--- src/rtl/reg_file_sequencer_if.sv ---
// Instruction handshake plus register-file read/write bus for reg_file_sequencer.
// master = sequencer side, slave = fetch/register-file side.
interface reg_file_sequencer_if;
    logic [31:0] INSTR;
    logic        INSTR_VALID;
    logic        INSTR_READY;
    logic [7:0]  REGOUT1;
    logic [7:0]  REGOUT2;
    logic [2:0]  READREG1;
    logic [2:0]  READREG2;
    logic [2:0]  WRITEREG;
    logic [7:0]  WRITEDATA;
    logic        WRITEENABLE;
    logic        BUSY;
    logic        ILLEGAL;

    modport master (
        input  INSTR, INSTR_VALID, REGOUT1, REGOUT2,
        output INSTR_READY, READREG1, READREG2, WRITEREG, WRITEDATA,
        output WRITEENABLE, BUSY, ILLEGAL
    );

    modport slave (
        output INSTR, INSTR_VALID, REGOUT1, REGOUT2,
        input  INSTR_READY, READREG1, READREG2, WRITEREG, WRITEDATA,
        input  WRITEENABLE, BUSY, ILLEGAL
    );
endinterface

--- src/rtl/reg_file_sequencer.sv ---
// Decodes one instruction at a time, reads the 8x8 register file, runs an 8-bit ALU, writes back.
// Optional FORWARD_EN: reuse the last written result and skip READ when all sources match it.
module reg_file_sequencer #(
    parameter int READ_WAIT = 1,
    parameter int OPCODE_W  = 8
) (
    input logic                  CLK,
    input logic                  RESET,
    reg_file_sequencer_if.master bus
);
    typedef enum logic [1:0] {IDLE, READ, EXEC, WRITE} state_t;

    localparam logic [OPCODE_W-1:0] OP_LOADI = OPCODE_W'(0);
    localparam logic [OPCODE_W-1:0] OP_MOV   = OPCODE_W'(1);
    localparam logic [OPCODE_W-1:0] OP_ADD   = OPCODE_W'(2);
    localparam logic [OPCODE_W-1:0] OP_SUB   = OPCODE_W'(3);
    localparam logic [OPCODE_W-1:0] OP_AND   = OPCODE_W'(4);
    localparam logic [OPCODE_W-1:0] OP_OR    = OPCODE_W'(5);
    localparam logic [3:0]          RW_LAST  = 4'(READ_WAIT - 1);

    state_t              state, state_n;
    logic [OPCODE_W-1:0] opc_q, opc_n;
    logic [7:0]          imm_q, imm_n;
    logic [7:0]          op1_q, op1_n, op2_q, op2_n;
    logic [3:0]          cnt_q, cnt_n;
    logic [2:0]          rr1_q, rr1_n, rr2_q, rr2_n, wr_q, wr_n;
    logic [7:0]          wd_q, wd_n;
    logic                we_q, we_n, ill_q, ill_n;
    logic                rdy_q, busy_q;
    logic [7:0]          alu;
    logic                fwd_hit;
    logic [7:0]          fwd_data;

    wire [OPCODE_W-1:0] opc_in = bus.INSTR[31 -: OPCODE_W];
    wire [2:0]          dst_in = bus.INSTR[18:16];
    wire [2:0]          s1_in  = bus.INSTR[10:8];
    wire [2:0]          s2_in  = bus.INSTR[2:0];
    wire                legal_in = (opc_in <= OP_OR);
    wire                unused_fields = ^{bus.INSTR[23:19], bus.INSTR[15:11]};

`ifdef FORWARD_EN
    logic [2:0] last_dest;
    logic [7:0] last_result;
    logic       last_valid;

    // loadi refreshes the cached value but leaves LAST_VALID as it was
    always_ff @(posedge CLK) begin
        if (RESET) begin
            last_dest   <= '0;
            last_result <= '0;
            last_valid  <= 1'b0;
        end else if (state == WRITE) begin
            last_dest   <= wr_q;
            last_result <= wd_q;
            if (opc_q != OP_LOADI) last_valid <= 1'b1;
        end
    end

    assign fwd_hit  = last_valid && ((opc_in == OP_MOV) ? (s2_in == last_dest)
                                     : (s1_in == last_dest) && (s2_in == last_dest));
    assign fwd_data = last_result;
`else
    assign fwd_hit  = 1'b0;
    assign fwd_data = '0;
`endif

    always_comb begin
        alu = '0;
        case (opc_q)
            OP_LOADI: alu = imm_q;
            OP_MOV:   alu = op2_q;
            OP_ADD:   alu = op1_q + op2_q;
            OP_SUB:   alu = op1_q - op2_q;
            OP_AND:   alu = op1_q & op2_q;
            OP_OR:    alu = op1_q | op2_q;
            default:  alu = '0;
        endcase
    end

    always_comb begin
        state_n = state;
        opc_n   = opc_q;
        imm_n   = imm_q;
        op1_n   = op1_q;
        op2_n   = op2_q;
        cnt_n   = cnt_q;
        rr1_n   = rr1_q;
        rr2_n   = rr2_q;
        wr_n    = wr_q;
        wd_n    = wd_q;
        we_n    = 1'b0;
        ill_n   = 1'b0;
        case (state)
            IDLE: if (bus.INSTR_VALID) begin
                opc_n = opc_in;
                imm_n = bus.INSTR[7:0];
                rr1_n = s1_in;
                rr2_n = s2_in;
                wr_n  = dst_in;
                cnt_n = '0;
                if (!legal_in)
                    ill_n = 1'b1;
                else if (opc_in == OP_LOADI)
                    state_n = EXEC;
                else if (fwd_hit) begin
                    op1_n   = fwd_data;
                    op2_n   = fwd_data;
                    state_n = EXEC;
                end else
                    state_n = READ;
            end
            READ: if (cnt_q == RW_LAST) begin
                op1_n   = bus.REGOUT1;
                op2_n   = bus.REGOUT2;
                state_n = EXEC;
            end else
                cnt_n = cnt_q + 4'd1;
            EXEC: begin
                wd_n    = alu;
                we_n    = 1'b1;
                state_n = WRITE;
            end
            WRITE: state_n = IDLE;
            default: state_n = IDLE;
        endcase
    end

    always_ff @(posedge CLK) begin
        if (RESET) begin
            state  <= IDLE;
            opc_q  <= '0;
            imm_q  <= '0;
            op1_q  <= '0;
            op2_q  <= '0;
            cnt_q  <= '0;
            rr1_q  <= '0;
            rr2_q  <= '0;
            wr_q   <= '0;
            wd_q   <= '0;
            we_q   <= 1'b0;
            ill_q  <= 1'b0;
            busy_q <= 1'b0;
            rdy_q  <= 1'b1;
        end else begin
            state  <= state_n;
            opc_q  <= opc_n;
            imm_q  <= imm_n;
            op1_q  <= op1_n;
            op2_q  <= op2_n;
            cnt_q  <= cnt_n;
            rr1_q  <= rr1_n;
            rr2_q  <= rr2_n;
            wr_q   <= wr_n;
            wd_q   <= wd_n;
            we_q   <= we_n;
            ill_q  <= ill_n;
            busy_q <= (state_n != IDLE);
            rdy_q  <= (state_n == IDLE);
        end
    end

    assign bus.INSTR_READY = rdy_q;
    assign bus.BUSY        = busy_q;
    assign bus.READREG1    = rr1_q;
    assign bus.READREG2    = rr2_q;
    assign bus.WRITEREG    = wr_q;
    assign bus.WRITEDATA   = wd_q;
    assign bus.WRITEENABLE = we_q;
    assign bus.ILLEGAL     = ill_q;
endmodule

--- src/flat_wrapper.sv ---
// flat-port wrapper written by rule: the top's interface ports become plain ports
module reg_file_sequencer_flat 
#(
    parameter int READ_WAIT = 1,
    parameter int OPCODE_W  = 8
)
  (CLK, RESET, bus_INSTR, bus_INSTR_VALID, bus_REGOUT1, bus_REGOUT2, bus_INSTR_READY, bus_READREG1, bus_READREG2, bus_WRITEREG, bus_WRITEDATA, bus_WRITEENABLE, bus_BUSY, bus_ILLEGAL);
  reg_file_sequencer_if bus_i ();
  input logic CLK;
  input logic RESET;
  input wire logic [$bits(bus_i.INSTR)-1:0] bus_INSTR;
  input wire logic [$bits(bus_i.INSTR_VALID)-1:0] bus_INSTR_VALID;
  input wire logic [$bits(bus_i.REGOUT1)-1:0] bus_REGOUT1;
  input wire logic [$bits(bus_i.REGOUT2)-1:0] bus_REGOUT2;
  output wire logic [$bits(bus_i.INSTR_READY)-1:0] bus_INSTR_READY;
  output wire logic [$bits(bus_i.READREG1)-1:0] bus_READREG1;
  output wire logic [$bits(bus_i.READREG2)-1:0] bus_READREG2;
  output wire logic [$bits(bus_i.WRITEREG)-1:0] bus_WRITEREG;
  output wire logic [$bits(bus_i.WRITEDATA)-1:0] bus_WRITEDATA;
  output wire logic [$bits(bus_i.WRITEENABLE)-1:0] bus_WRITEENABLE;
  output wire logic [$bits(bus_i.BUSY)-1:0] bus_BUSY;
  output wire logic [$bits(bus_i.ILLEGAL)-1:0] bus_ILLEGAL;
  assign bus_i.INSTR = bus_INSTR;
  assign bus_i.INSTR_VALID = bus_INSTR_VALID;
  assign bus_i.REGOUT1 = bus_REGOUT1;
  assign bus_i.REGOUT2 = bus_REGOUT2;
  assign bus_INSTR_READY = bus_i.INSTR_READY;
  assign bus_READREG1 = bus_i.READREG1;
  assign bus_READREG2 = bus_i.READREG2;
  assign bus_WRITEREG = bus_i.WRITEREG;
  assign bus_WRITEDATA = bus_i.WRITEDATA;
  assign bus_WRITEENABLE = bus_i.WRITEENABLE;
  assign bus_BUSY = bus_i.BUSY;
  assign bus_ILLEGAL = bus_i.ILLEGAL;
  reg_file_sequencer #(.READ_WAIT(READ_WAIT), .OPCODE_W(OPCODE_W)) u_core (.CLK(CLK), .RESET(RESET), .bus(bus_i));
endmodule
--- config.mk ---
export PLATFORM = sky130hd
export DESIGN_NAME = reg_file_sequencer_flat
export DESIGN_NICKNAME = d
export VERILOG_FILES = /design/src/rtl/reg_file_sequencer_if.sv /design/src/rtl/reg_file_sequencer.sv /design/src/flat_wrapper.sv
export SDC_FILE = /design/constraint.sdc
export NUM_CORES = 1
export LEC_CHECK = 0
export CORE_ASPECT_RATIO = 0.6
export CORE_MARGIN = 2
export CORE_UTILIZATION = 55
export CTS_BUF_LIST = sky130_fd_sc_hd__clkbuf_2
export CTS_CLUSTER_DIAMETER = 30
export CTS_CLUSTER_SIZE = 12
export DETAILED_ROUTE_END_ITERATION = 10
export PLACE_DENSITY = 0.92
export SLEW_MARGIN = 0
export SYNTH_ARGS = -nofsm -noshare
export SYNTH_HDL_FRONTEND = slang
export SYNTH_SLANG_ARGS = --single-unit
--- constraint.sdc ---
create_clock -name CLK -period 4.13 [get_ports CLK]
set_input_delay 0.6195 -clock CLK [delete_from_list [all_inputs] [get_ports CLK]]
set_output_delay 0.6195 -clock CLK [all_outputs]
set_load 0.005 [all_outputs]
Word level (Yosys, flattened, before mapping)
Cells that the tools add are included.
- shift-type cells: 0
- $add $sub $neg: 3
- divide/modulo/power cells: 0
- muxes and demuxes: 11
- $mul: 0
- bitwise operators: 4
- reductions and logical operators: 11
- eq/ne operators: 10
- magnitude comparators: 1
- operators with widths (cell ; number):
    8-bit one-hot mux with 6 select lines ; 1
    8-bit by 2-bit == test with 1-bit output, second input constant ; 2
    8-bit by 3-bit == test with 1-bit output, second input constant ; 2
    8-bit zero test ; 2
    8-bit adder ; 1
    8-bit AND ; 1
    8-bit by 1-bit == test with 1-bit output, second input constant ; 1
    8-bit by 3-bit less-or-equal comparator with 1-bit output, second input constant ; 1
    2-bit 2-to-1 mux ; 4
    4-bit 2-to-1 mux ; 2
    8-bit bitwise OR ; 1
    2-bit one-hot mux with 4 select lines ; 1
    4-bit one-hot mux with 2 select lines ; 1
    8-bit subtractor ; 1
    4-bit by 1-bit adder with 4-bit output, second input constant ; 1
    2-bit == test, second input constant ; 2
    2-bit zero test ; 2
    4-bit zero test ; 1
    2-bit != test, second input constant ; 2
    2-bit AND reduction ; 2
    2-bit nonzero test ; 2
    3-bit AND reduction ; 1
    3-bit OR reduction ; 1
    2-bit by 1-bit == test with 1-bit output, second input constant ; 1
    2 further kinds ; 4
- memories: 0
- logic and storage cells: 54
- RAM bits: 0
- output and inout bits: 21
- register bits: 59
- latch bits: 0
- ROM bits: 0
- input port bits: 51

Depth between registers and ports, before layout
Gate-level depths: netlist of the first run.
- depth after elaboration: 6
- mapped depth: 13
- mapped depth without buffers: 12

Worst setup path before layout of the first run
OpenSTA, ideal clock, no wires.
- path type: register -> register
- start point: reg u_core.opc_q[2]
- end point: reg u_core.wd_q[7], in the netlist u_core.bus.WRITEDATA[7]
- period minus slack after synthesis: 2308 ps
- stages on the path, launching flop included: 13
- data required time: 4015 ps
- buffers on the path: 1
- setup slack: 1822 ps
- arrival time: 2193 ps
- library setup time: 115 ps
- cell sequence: dfxtp_1 > buf_6 > nor4b_4 > and2_4 > nor2_1 > xnor2_1 > ha_1 > a21oi_1 > nand2_1 > a31oi_1 > o21ai_0 > xnor2_1 > o21ba_1
- word-level cells in the longest chain between the ends: 2
- elaborated cells on any way between the ends: 7
- those cells by class: eq/ne: 5; mux: 1; reduce/logical: 1
- RTL lines (element ; line ; RTL):
    start, declared ; reg_file_sequencer.sv:22 ; logic [OPCODE_W-1:0] opc_q, opc_n;
    start signal, assigned ; reg_file_sequencer.sv:146 ; opc_q <= opc_n;
    8-bit by 3-bit == test with 1-bit output (tied with other cells) ; reg_file_sequencer.sv:69 ; case (opc_q)
    8-bit one-hot mux with 6 select lines * ; reg_file_sequencer.sv:69 ;
    end signal, assigned ; reg_file_sequencer.sv:154 ; wd_q <= wd_n;
    end, declared ; reg_file_sequencer.sv:27 ; logic [7:0] wd_q, wd_n;
Every way passes the cells marked *; elsewhere a longest branch is shown, timed or not.
A chain may end at the register's enable or synchronous reset.

Worst setup path after layout of the first run
- start point: reg u_core.opc_q[0]
- end point: reg u_core.wd_q[7], in the netlist u_core.bus.WRITEDATA[7]
The elaborated chain is that of the path after synthesis.

==> results of run 1 <==
==> state kept, by name (all words and copies together), names as in the netlist, 2 cells and up <==
register / count
u_core.opc_q: 8
u_core.bus.WRITEDATA: 8
u_core.op1_q: 8
u_core.imm_q: 6
u_core.bus.READREG1: 3
u_core.state: 2
u_core.bus.WRITEREG: 3
u_core.op2_q: 8
u_core.cnt_q: 4
u_core.bus.READREG2: 2
==> final timing paths <==
check / from / endpoint / slack (ps) / depth (start not counted)
worst max-delay path: u_core.opc_q[0] / u_core.bus.WRITEDATA[7] / 1100 / 11
worst min register to register: u_core.bus.WRITEREG[2] / u_core.bus.WRITEREG[2] / 470 / 2
worst max register to register: u_core.opc_q[0] / u_core.bus.WRITEDATA[7] / 1100 / 11
worst min-delay path: u_core.bus.WRITEREG[2] / u_core.bus.WRITEREG[2] / 470 / 2
==> Yosys cell counts, types with 3 or more instances <==
library cell                n
sky130_fd_sc_hd__a211oi_1   5
sky130_fd_sc_hd__a21o_1     5
sky130_fd_sc_hd__a21oi_1   53
sky130_fd_sc_hd__a22oi_1    8
sky130_fd_sc_hd__buf_2      7
sky130_fd_sc_hd__buf_4      4
sky130_fd_sc_hd__clkbuf_1  11
sky130_fd_sc_hd__dfxtp_1   56
sky130_fd_sc_hd__ha_1      12
sky130_fd_sc_hd__inv_1      9
sky130_fd_sc_hd__nand2_1   88
sky130_fd_sc_hd__nand2b_1   4
sky130_fd_sc_hd__nor2_1    23
sky130_fd_sc_hd__nor2b_1    4
sky130_fd_sc_hd__nor3_1     9
sky130_fd_sc_hd__o211a_1    3
sky130_fd_sc_hd__o211ai_1   3
sky130_fd_sc_hd__o21ai_0    7
sky130_fd_sc_hd__o22ai_1    3
sky130_fd_sc_hd__o31ai_1    3
sky130_fd_sc_hd__xnor2_1   10
sky130_fd_sc_hd__xor2_1     3
==> metal layers <==
layer  global-route usage, %  vias to the layer above
met5                       0                        -
met4                   8.249                        0
met3                   6.014                       13
met2                   38.59                       92
met1                   33.80                     1247
li1                        -                     1319
==> power by group through the flow <==
stage / Clock (uW) / Sequential [uW] / Combinational, uW
after floorplan: 0 / 576 / 84.6
after global placement: 0 / 584 / 138
after detailed placement: 0 / 585 / 143
after CTS: 200 / 575 / 144
after global routing: 224 / 579 / 157
final: 197 / 576 / 145
==> worst max-delay path: cells and delay by family, from the launching register on <==
family | cells | cell delay [ps]
simple gates | 4 | 710
fa+ha+maj | 1 | 280
xor+xnor | 1 | 170
buf+inv | 1 | 80
flops | 1 | 760
compound gates | 4 | 960
==> cell families after synthesis <==
group,Yosys count,share of synthesized area (%)
fa+ha+maj,13,6.002
xor+xnor,14,4.590
compound gates,101,22.07
simple gates,141,22.20
flops,56,39.54
buf+inv,34,5.605
==> area by class of cell <==
class                   count  area (um^2)  share of cell area [%]
clock buffers               5        25.02                  0.7262
clock inverters             2        7.507                  0.2179
inverters                   9        33.78                  0.9804
multi-input cells         269         1555                   45.13
flip-flops and latches     56         1121                   32.53
well taps                  66        82.58                   2.397
repair buffers             63        620.6                   18.01
==> per-stage QoR <==
stage / hold WS [ps] / instances / utilization, % / setup WS [ps] / instance area (um^2)
2_1_floorplan: 435.7 / 359 / - / 1822 / 2835
3_3_place_gp: 441.0 / 463 / 68.20 / 1239 / 3413
3_5_place_dp: 447.5 / 463 / 68.20 / 1172 / 3413
4_1_cts: 472.4 / 470 / 68.85 / 1145 / 3446
5_1_grt: 503.9 / 470 / 68.85 / 760.2 / 3446
6_report: 471.8 / 470 / 68.85 / 1095 / 3446
==> results.md, run 1 <==
* Leak Pwr at 0.001312 uW
* Clock sink count at 56
* Detail Route met3 WL at 487 um
* Headroom to the max-slew limit at 34.73%
* Leading cell type in the layout, fill and taps excluded: sky130_fd_sc_hd__nand2_1
* Max stage delay cell, worst path: sky130_fd_sc_hd__dfxtp_1
* Sequential share of the synthesized area at 39.54%
* Portion of the clock cycle consumed by the worst path in the final layout at 73.48%
* Vertical die dimension at 59.62 um
* Number of buffers added to fix hold violations after cts at 0
* Syn avg cell area at 7.898 um^2
* Layout cells sized above 1 at 3.960%
* Share of total power consumed by net switching at 27.11%
* Die Span X at 96.69 um
* PwrDens at 266.2 nW/um^2
* Initial core utilization at 56.65%
* Total count of hold-check failures in the final report at 0
* Quantity of I/O buffers inserted on ports at 61
* Detailed-routing wirelength on met1 at 3.236 mm
* WP data arrival at 3410 ps
* Final critical-path required period at 3035 ps
* Initial DRT Pass Iterations at 5
* Main synth FF type: sky130_fd_sc_hd__dfxtp_1
* TritonCTS clock tree: built
* Drt first-iter violations at 202
* Overall power of the completed layout at 917.3 uW
* HP Class: flip-flop to flip-flop
* EDFF count, synth at 0
* Vias after detailed routing at 2671
* Post-Route Skew at 11.78 ps
* Insertion delay of the later-clocked pin in the worst-skew pair at 440 ps
* CP required at 4510 ps
* Startpoint-to-endpoint class of the critical path: flip-flop to flip-flop
* Unrepaired setup endpoints after global routing: false
* Max Used Layer: met4
* Top-Level Pins at 72
* Pint at 668.6 uW
* List of cells traversed by the critical path: nor4b_2 -> nand2_1 -> o21ai_0 -> inv_1 -> ha_1 -> nand3b_1 -> nand2_1 -> a31oi_1 -> o21ai_0 -> xnor2_1 -> o21ba_1
* Count of synthesis-stage warnings from yosys at 0
* Via count of the first global-routing pass at 2429
* Standard-cell row count at 20
* Overall routing resource usage at 24.58%
* Post-route ant nets at 0
* Initial antenna violation count at 0
* Detailed route wirelength on metal2 at 3.001 mm
* Proportion of netlist area held by the largest area contributor at 39.54%
* Post-Synthesis Cells at 359
* Via density at 5.683
* Detailed Route WL at 6.822 mm
* Critical path startpoint category: flip-flop
* Relative contribution of sequential cells to total power at 62.7%
* Cell taking the most area after synthesis: sky130_fd_sc_hd__dfxtp_1
* Final setup violation count at 0
* Ant. Diodes at 0
* Global route overflow at 0
* Drt drc at 0
* Run status: completed
* Count of distinct cell types in the synthesized netlist at 45
* Relative contribution of combinational cells to total power at 15.8%
* Relative area change from synthesis to final layout at 21.54%
* Proportion of synthesized flip-flops having asynchronous set or reset at 0%
* Filler cell count at 436
* Maximum vdd drop at 0.1719 mV
* Half-perimeter wire length after detailed placement at 5.075 mm
* Peak clock frequency supported by timing at 329.5 MHz
* Critical path's largest stage delay at 760 ps
* Net count after synthesis at 423
* Setup TNS Final at 0 ps
* Core region area at 5005 um^2
* Number of buffers inserted during clock tree synthesis at 5
* Fin nets at 468
* Maximum fanout count along the critical path at 19
* H-tree levels at 2
* Post-DR wirelength/cell at 14.51 um
* Clock network power share at 21.5%
* Master cell of the clock root buffer: sky130_fd_sc_hd__clkbuf_2
* Most frequent cells in the layout: 88 x sky130_fd_sc_hd__nand2_1, 60 x sky130_fd_sc_hd__clkdlybuf4s50_1, 56 x sky130_fd_sc_hd__dfxtp_1
* Measured slew at the worst slew-check pin at 979.0 ps
* Net switching power of the design at 248.7 uW
* Sort of element at the end of the critical path: flip-flop
* Ranking of synthesized cells by area: sky130_fd_sc_hd__dfxtp_1 40%, sky130_fd_sc_hd__nand2_1 12%, sky130_fd_sc_hd__a21oi_1 9.4%
* CTS clock-pin slew for the worst setup and hold paths at 260 ps
* Number of pins with negative max-slew slack in the final report at 0
* Largest net degree at the start of global routing at 57
* FF+latch count, synth at 56
* Count of maximum capacitance violations at 0
* Global-route wire length before repair at 11.32 mm
* Post-CTS Setup Inserts at 0
* Die area at 5764 um^2
* Post-synthesis instance area at 2835 um^2
* Placer congestion estimate at 0.9723
* Bufs on Longest Clock Path at 2
* Post_cts resized at 0
No activity file was read; power rests on OpenSTA's default activity.
==> run 2: changes to the inputs <==
CORE_UTILIZATION = 51   (was 55)
PLACE_DENSITY = 0.87   (was 0.92)
clock period = 3.1 ns   (was 4.13 ns; I/O delays follow)
==> results.md, run 2 (synthesis gave the netlist of run 1 again) <==
* Run status: completed
* Count of maximum capacitance violations at 0 (unchanged)
* Final setup violation count at 0 (unchanged)
* Insertion delay of the later-clocked pin in the worst-skew pair at 450 ps (about the same)
* Post_cts resized at 0 (unchanged)
* Half-perimeter wire length after detailed placement at 5.212 mm (+2.7%)
* Overall power of the completed layout at 1238 uW (+35%)
* Setup TNS Final at 0 ps (unchanged)
* Number of pins with negative max-slew slack in the final report at 0 (unchanged)
* Post-CTS Setup Inserts at 0 (unchanged)
* Initial core utilization at 54.47% (-2.2 points)
* Global-route wire length before repair at 10.85 mm (-4.1%)
* Post-DR wirelength/cell at 14.16 um (-2.5%)
* Drt first-iter violations at 161 (-20%)
* Ant. Diodes at 0 (unchanged)
* Fin nets at 474 (+1.3%)
* Portion of the clock cycle consumed by the worst path in the final layout at 86.32% (+13 points)
* Global route overflow at 0 (unchanged)
* Number of buffers added to fix hold violations after cts at 0 (unchanged)
* H-tree levels at 2 (unchanged)
* WP data arrival at 3060 ps (-350 ps)
* Critical path's largest stage delay at 390 ps (-370 ps)
* Vertical die dimension at 61.76 um (+3.6%)
* Number of buffers inserted during clock tree synthesis at 5 (unchanged)
* Max stage delay cell, worst path: sky130_fd_sc_hd__dfxtp_1
* Clock sink count at 56 (unchanged)
* Vias after detailed routing at 2623 (-1.8%)
* Largest net degree at the start of global routing at 37 (-35%)
* Leak Pwr at 0.001349 uW (+2.8%)
* Placer congestion estimate at 0.8718 (-10%)
* Final critical-path required period at 2676 ps (-358.8 ps)
* Maximum vdd drop at 0.2442 mV (+42%)
* Critical path startpoint category: flip-flop
* Quantity of I/O buffers inserted on ports at 61 (unchanged)
* Most common cell on crit path: sky130_fd_sc_hd__xnor2_1
* Detailed Route WL at 6.753 mm (-1.0%)
* Leading cell type in the layout, fill and taps excluded: sky130_fd_sc_hd__nand2_1
* List of cells traversed by the critical path: nor4b_2 -> and2_4 -> nor2_1 -> xnor2_1 -> ha_1 -> a21oi_1 -> nand2_1 -> a31oi_1 -> o21ai_0 -> xnor2_1 -> o21ba_1
* Drt drc at 0 (unchanged)
* Relative area change from synthesis to final layout at 23.34%
* Via count of the first global-routing pass at 2296 (-5.5%)
* Initial DRT Pass Iterations at 4 (-1)
* Initial antenna violation count at 0 (unchanged)
* Core region area at 5205 um^2 (+4.0%)
* Post-route ant nets at 0 (unchanged)
* Sort of element at the end of the critical path: flip-flop
* Post-Route Skew at 21.15 ps (+9.372 ps)
* CTS clock-pin slew for the worst setup and hold paths at 270 ps (about the same)
* Measured slew at the worst slew-check pin at 727.1 ps (-251.9 ps)
* Standard-cell row count at 20 (unchanged)
* Startpoint-to-endpoint class of the critical path: flip-flop to flip-flop
* Bufs on Longest Clock Path at 2 (unchanged)
* Via density at 5.499 (-3.2%)
* Overall routing resource usage at 22.84% (-1.7 points)
* Most frequent cells in the layout: 88 x sky130_fd_sc_hd__nand2_1, 60 x sky130_fd_sc_hd__clkdlybuf4s50_1, 56 x sky130_fd_sc_hd__dfxtp_1
* Unrepaired setup endpoints after global routing: false
* Die area at 6191 um^2 (+7.4%)
* Filler cell count at 445 (+2.1%)
* Reg2Reg Setup Slack at 420 ps (-670 ps)
* Peak clock frequency supported by timing at 373.7 MHz (+13%)
* HP Class: flip-flop to flip-flop
* CP required at 3490 ps (-1020 ps)
* Top-Level Pins at 72 (unchanged)
* Layout cells sized above 1 at 5.839% (+1.9 points)
* Total count of hold-check failures in the final report at 0 (unchanged)
* Master cell of the clock root buffer: sky130_fd_sc_hd__clkbuf_2
* Headroom to the max-slew limit at 51.41% (+17 points)
* Maximum fanout count along the critical path at 4 (-15)
* Die Span X at 100.3 um (+3.7%)
* PwrDens at 353.9 nW/um^2 (+33%)
* TritonCTS clock tree: built
-- run 2: cell types whose count changed in the layout (fill, tap and decap cells not counted) --
cell,delta
sky130_fd_sc_hd__clkinv_2,+2
sky130_fd_sc_hd__clkinv_1,-1
sky130_fd_sc_hd__buf_4,+6
-- run 2: worst max-delay path, delay by kind of cell, from the launching register on --
kind | cells | cell delay, ps
xor+xnor | 2 | 300
fa+ha+maj | 1 | 340
flops | 1 | 390
compound gates | 4 | 800
simple gates | 4 | 790
-- run 2: path summary, 6_finish.rpt --
| check | from | endpoint | depth (start not counted) |
|---|---|---|---|
| min | u_core.imm_q[5] | u_core.imm_q[5] | 2 |
| max reg2reg | u_core.opc_q[3] | u_core.bus.WRITEDATA[7] | 11 |
| min reg2reg | u_core.imm_q[5] | u_core.imm_q[5] | 2 |
| max | u_core.opc_q[3] | u_core.bus.WRITEDATA[7] | 11 |
-- run 2: area by class of cell --
cell class | instances | area [um^2] | share of cell area (%)
Multi-Input combinational cell | 269 | 1555 | 44.47
Sequential cell | 56 | 1121 | 32.06
Timing Repair Buffer | 69 | 665.6 | 19.03
Tap cell | 66 | 82.58 | 2.361
Inverter | 9 | 33.78 | 0.9660
Clock buffer | 5 | 25.02 | 0.7156
Clock inverter | 3 | 13.76 | 0.3936
-- run 2: power by group --
| part | switching, uW | total (uW) | leakage, uW | internal, uW |
|---|---|---|---|---|
| Clock | 223 | 274 | 0.0000302 | 50.7 |
| Combinational | 100 | 206 | 0.000863 | 106 |
| Sequential | 14.9 | 757 | 0.000456 | 742 |
| Total | 338 | 1240 | 0.00135 | 900 |
-- run 2: metrics by stage --
step | setup slack (ps) | instance area (um^2) | hold WS, ps | util, % | instances
3_3_place_gp | 570.3 | 3458 | 440.9 | 66.44 | 469
5_1_grt | 248.9 | 3497 | 469.2 | 67.19 | 477
6_report | 424.2 | 3497 | 478.0 | 67.19 | 477
2_1_floorplan | 791.9 | 2835 | 435.7 | - | 359
4_1_cts | 469.0 | 3497 | 479.8 | 67.19 | 477
3_5_place_dp | 491.0 | 3458 | 451.7 | 66.44 | 469
-- run 2: per-layer routing --
| layer | vias to the layer above | track usage, % | routed length, um |
|---|---|---|---|
| met4 | 0 | 5.284 | 53 |
| met3 | 8 | 5.928 | 443 |
| li1 | 1332 | - | - |
| met5 | - | 0 | 0 |
| met1 | 1220 | 32.12 | 3384 |
| met2 | 63 | 36.05 | 2871 |
==> run 3: changes to the inputs <==
CORE_UTILIZATION = 45   (was 51)
PLACE_DENSITY = 0.78   (was 0.87)
SETUP_SLACK_MARGIN = 0.3   (was not set)
==> results.md, run 3 (synthesis gave the netlist of run 1 again) <==
* Clock sink count at 56 (unchanged)
* Placed cell count at 486 (+3.6%)
* Initial antenna violation count at 0 (unchanged)
* Standard-cell row count at 22 (+10%)
* Filler cell count at 590 (+33%)
* Top cell family by delay on the critical path: compound AO/OA/AOI/OAI gates
* Overall power of the completed layout at 1242 uW (+0.32%)
* HP Class: flip-flop to flip-flop
* Post-DR wirelength/cell at 13.67 um (-3.4%)
* Peak clock frequency supported by timing at 381.3 MHz (+2.0%)
* Quantity of I/O buffers inserted on ports at 61 (unchanged)
* Detailed Route WL at 6.739 mm (-0.21%)
* Initial DRT Pass Iterations at 4 (unchanged)
* Leak Pwr at 0.001342 uW (-0.54%)
* CTS clock-pin slew for the worst setup and hold paths at 260 ps (about the same)
* Number of buffers added to fix hold violations after cts at 0 (unchanged)
* Final setup violation count at 0 (unchanged)
* Startpoint-to-endpoint class of the critical path: flip-flop to flip-flop
* TritonCTS clock tree: built
* Run status: completed
* Buffers plus inverters on the worst setup path at 0 (unchanged)
* Startpoint of the worst register-to-register path: u_core.opc_q[3]
* CP required at 3480 ps (about the same)
* Vertical die dimension at 65.49 um (+6.0%)
* Insertion delay of the later-clocked pin in the worst-skew pair at 450 ps (about the same)
* List of cells traversed by the critical path: nor4b_2 -> and2_4 -> nor2_1 -> xnor2_1 -> ha_1 -> a21oi_1 -> nand2_1 -> a31oi_1 -> o21ai_0 -> xnor2_1 -> o21ba_1
* Worst hold slack at 473.8 ps (-4.158 ps)
* Final critical-path required period at 2623 ps (-53.02 ps)
* Master cell of the clock root buffer: sky130_fd_sc_hd__clkbuf_2
* Bufs on Longest Clock Path at 2 (unchanged)
* Via count of the first global-routing pass at 2222 (-3.2%)
* Capturing instance or port of the critical path: u_core.bus.WRITEDATA[7]
* Most common cell on crit path: sky130_fd_sc_hd__xnor2_1
* Unrepaired setup endpoints after global routing: false
* Instance count on the critical path at 11 (unchanged)
* Ant. Diodes at 0 (unchanged)
* Leading cell type in the layout, fill and taps excluded: sky130_fd_sc_hd__nand2_1
* Most frequent cells in the layout: 88 x sky130_fd_sc_hd__nand2_1, 60 x sky130_fd_sc_hd__clkdlybuf4s50_1, 56 x sky130_fd_sc_hd__dfxtp_1
* Drt drc at 0 (unchanged)
* Total count of hold-check failures in the final report at 0 (unchanged)
* Final cell count without fillers at 493 (+3.4%)
* Count of maximum capacitance violations at 0 (unchanged)
* Post-CTS Setup Inserts at 0 (unchanged)
* Post-route ant nets at 0 (unchanged)
* Headroom to the max-slew limit at 51.34% (-0.072 points)
* WP data arrival at 3000 ps (-60 ps)
* Layout cells sized above 1 at 5.623% (-0.22 points)
* Vias after detailed routing at 2587 (-1.4%)
* Maximum fanout count along the critical path at 4 (unchanged)
* Via density at 5.247 (-4.6%)
* Reg2Reg Setup Slack at 480 ps (+50 ps)
* Maximum vdd drop at 0.2081 mV (-15%)
* Global-route wire length before repair at 11.18 mm (+3.0%)
* Setup TNS Final at 0 ps (unchanged)
* Drt first-iter violations at 148 (-8.1%)
* H-tree levels at 2 (unchanged)
* Post_cts resized at 0 (unchanged)
* Placer congestion estimate at 0.8953 (+2.7%)
* Relative area change from synthesis to final layout at 23.74%
* Initial core utilization at 46.40% (-8.1 points)
* Critical path's largest stage delay at 400 ps (about the same)
* Overall routing resource usage at 20.43% (-2.4 points)
* Number of pins with negative max-slew slack in the final report at 0 (unchanged)
* Post-Route Skew at 27.26 ps (+6.116 ps)
* Top-Level Pins at 72 (unchanged)
* Die area at 6973 um^2 (+13%)
* R2r worst-path depth at 11 (unchanged)
* Critical path startpoint category: flip-flop
* Max stage delay cell, worst path: sky130_fd_sc_hd__dfxtp_1
* Fin nets at 473 (-0.21%)
* Number of buffers inserted during clock tree synthesis at 5 (unchanged)
* Largest net degree at the start of global routing at 37 (unchanged)
* Die Span X at 106.5 um (+6.2%)
* Global route overflow at 0 (unchanged)
* Core region area at 6111 um^2 (+17%)
* Critical register-to-register path endpoint: u_core.bus.WRITEDATA[7]
* Fin util at 57.41% (-9.8 points)
* Sort of element at the end of the critical path: flip-flop
* Portion of the clock cycle consumed by the worst path in the final layout at 84.61% (-1.7 points)
* Launch point of the critical path: u_core.opc_q[3]
* PwrDens at 353.9 nW/um^2 (about the same)
* Measured slew at the worst slew-check pin at 728.2 ps (+1.079 ps)
* Half-perimeter wire length after detailed placement at 5.196 mm (-0.30%)
## run 3: cell types whose count changed in the layout (fill, tap and decap cells not counted)
| cell | delta |
|---|---|
| sky130_fd_sc_hd__clkbuf_2 | +1 |
| sky130_fd_sc_hd__o21ai_0 | -1 |
| sky130_fd_sc_hd__o21ai_1 | +1 |
| sky130_fd_sc_hd__clkinv_1 | -1 |
| sky130_fd_sc_hd__clkinv_2 | -1 |
| sky130_fd_sc_hd__buf_4 | -1 |
## run 3: worst min-delay path, stage by stage (launching register included)
cell and delay [ps]:
sky130_fd_sc_hd__dfxtp_1 370, sky130_fd_sc_hd__nand2_1 50, sky130_fd_sc_hd__a21oi_1 50
## run 3: metrics by stage
step | setup slack (ps) | instance area [um^2]
after CTS | 461.1 | 3508
after global placement | 539.7 | 3473
after floorplan | 791.9 | 2835
after global routing | 315.1 | 3508
after detailed placement | 491.1 | 3473
final | 477.2 | 3508
## run 3: worst min-delay path by stage
stage                     slack, ps  cells after the start                endpoint                    from
final                           470                      2  u_core.bus.WRITEREG[2]  u_core.bus.WRITEREG[2]
after global placement          440                      2  u_core.bus.WRITEREG[0]  u_core.bus.WRITEREG[0]
after floorplan                 440                      2         u_core.imm_q[7]         u_core.imm_q[7]
after CTS                       480                      2  u_core.bus.WRITEREG[2]  u_core.bus.WRITEREG[2]
after detailed placement        450                      2  u_core.bus.WRITEREG[2]  u_core.bus.WRITEREG[2]
after global routing            470                      3         u_core.op1_q[6]          bus_REGOUT1[6]
## run 3: power breakdown
part / switching (uW) / total [uW] / internal (uW)
Combinational: 99.4 / 206 / 106
Clock: 225 / 278 / 53.7
Sequential: 14.9 / 758 / 743
## run 3: metal layers
layer	GRT usage [%]	routed length (um)
met4	4.221	70
met3	4.663	451
met1	30.79	3491
met5	0	0
met2	29.65	2726
## run 3: final cells by class
cell class / count / area (um^2) / area share [%]
sequential: 56 / 1121 / 31.95
multi-input combinational: 269 / 1555 / 44.33
inverter: 9 / 33.78 / 0.9629
timing repair buffer: 68 / 658.1 / 18.76
clock inverter: 1 / 5.005 / 0.1427
tap: 84 / 105.1 / 2.996
clock buffer: 6 / 30.03 / 0.8559
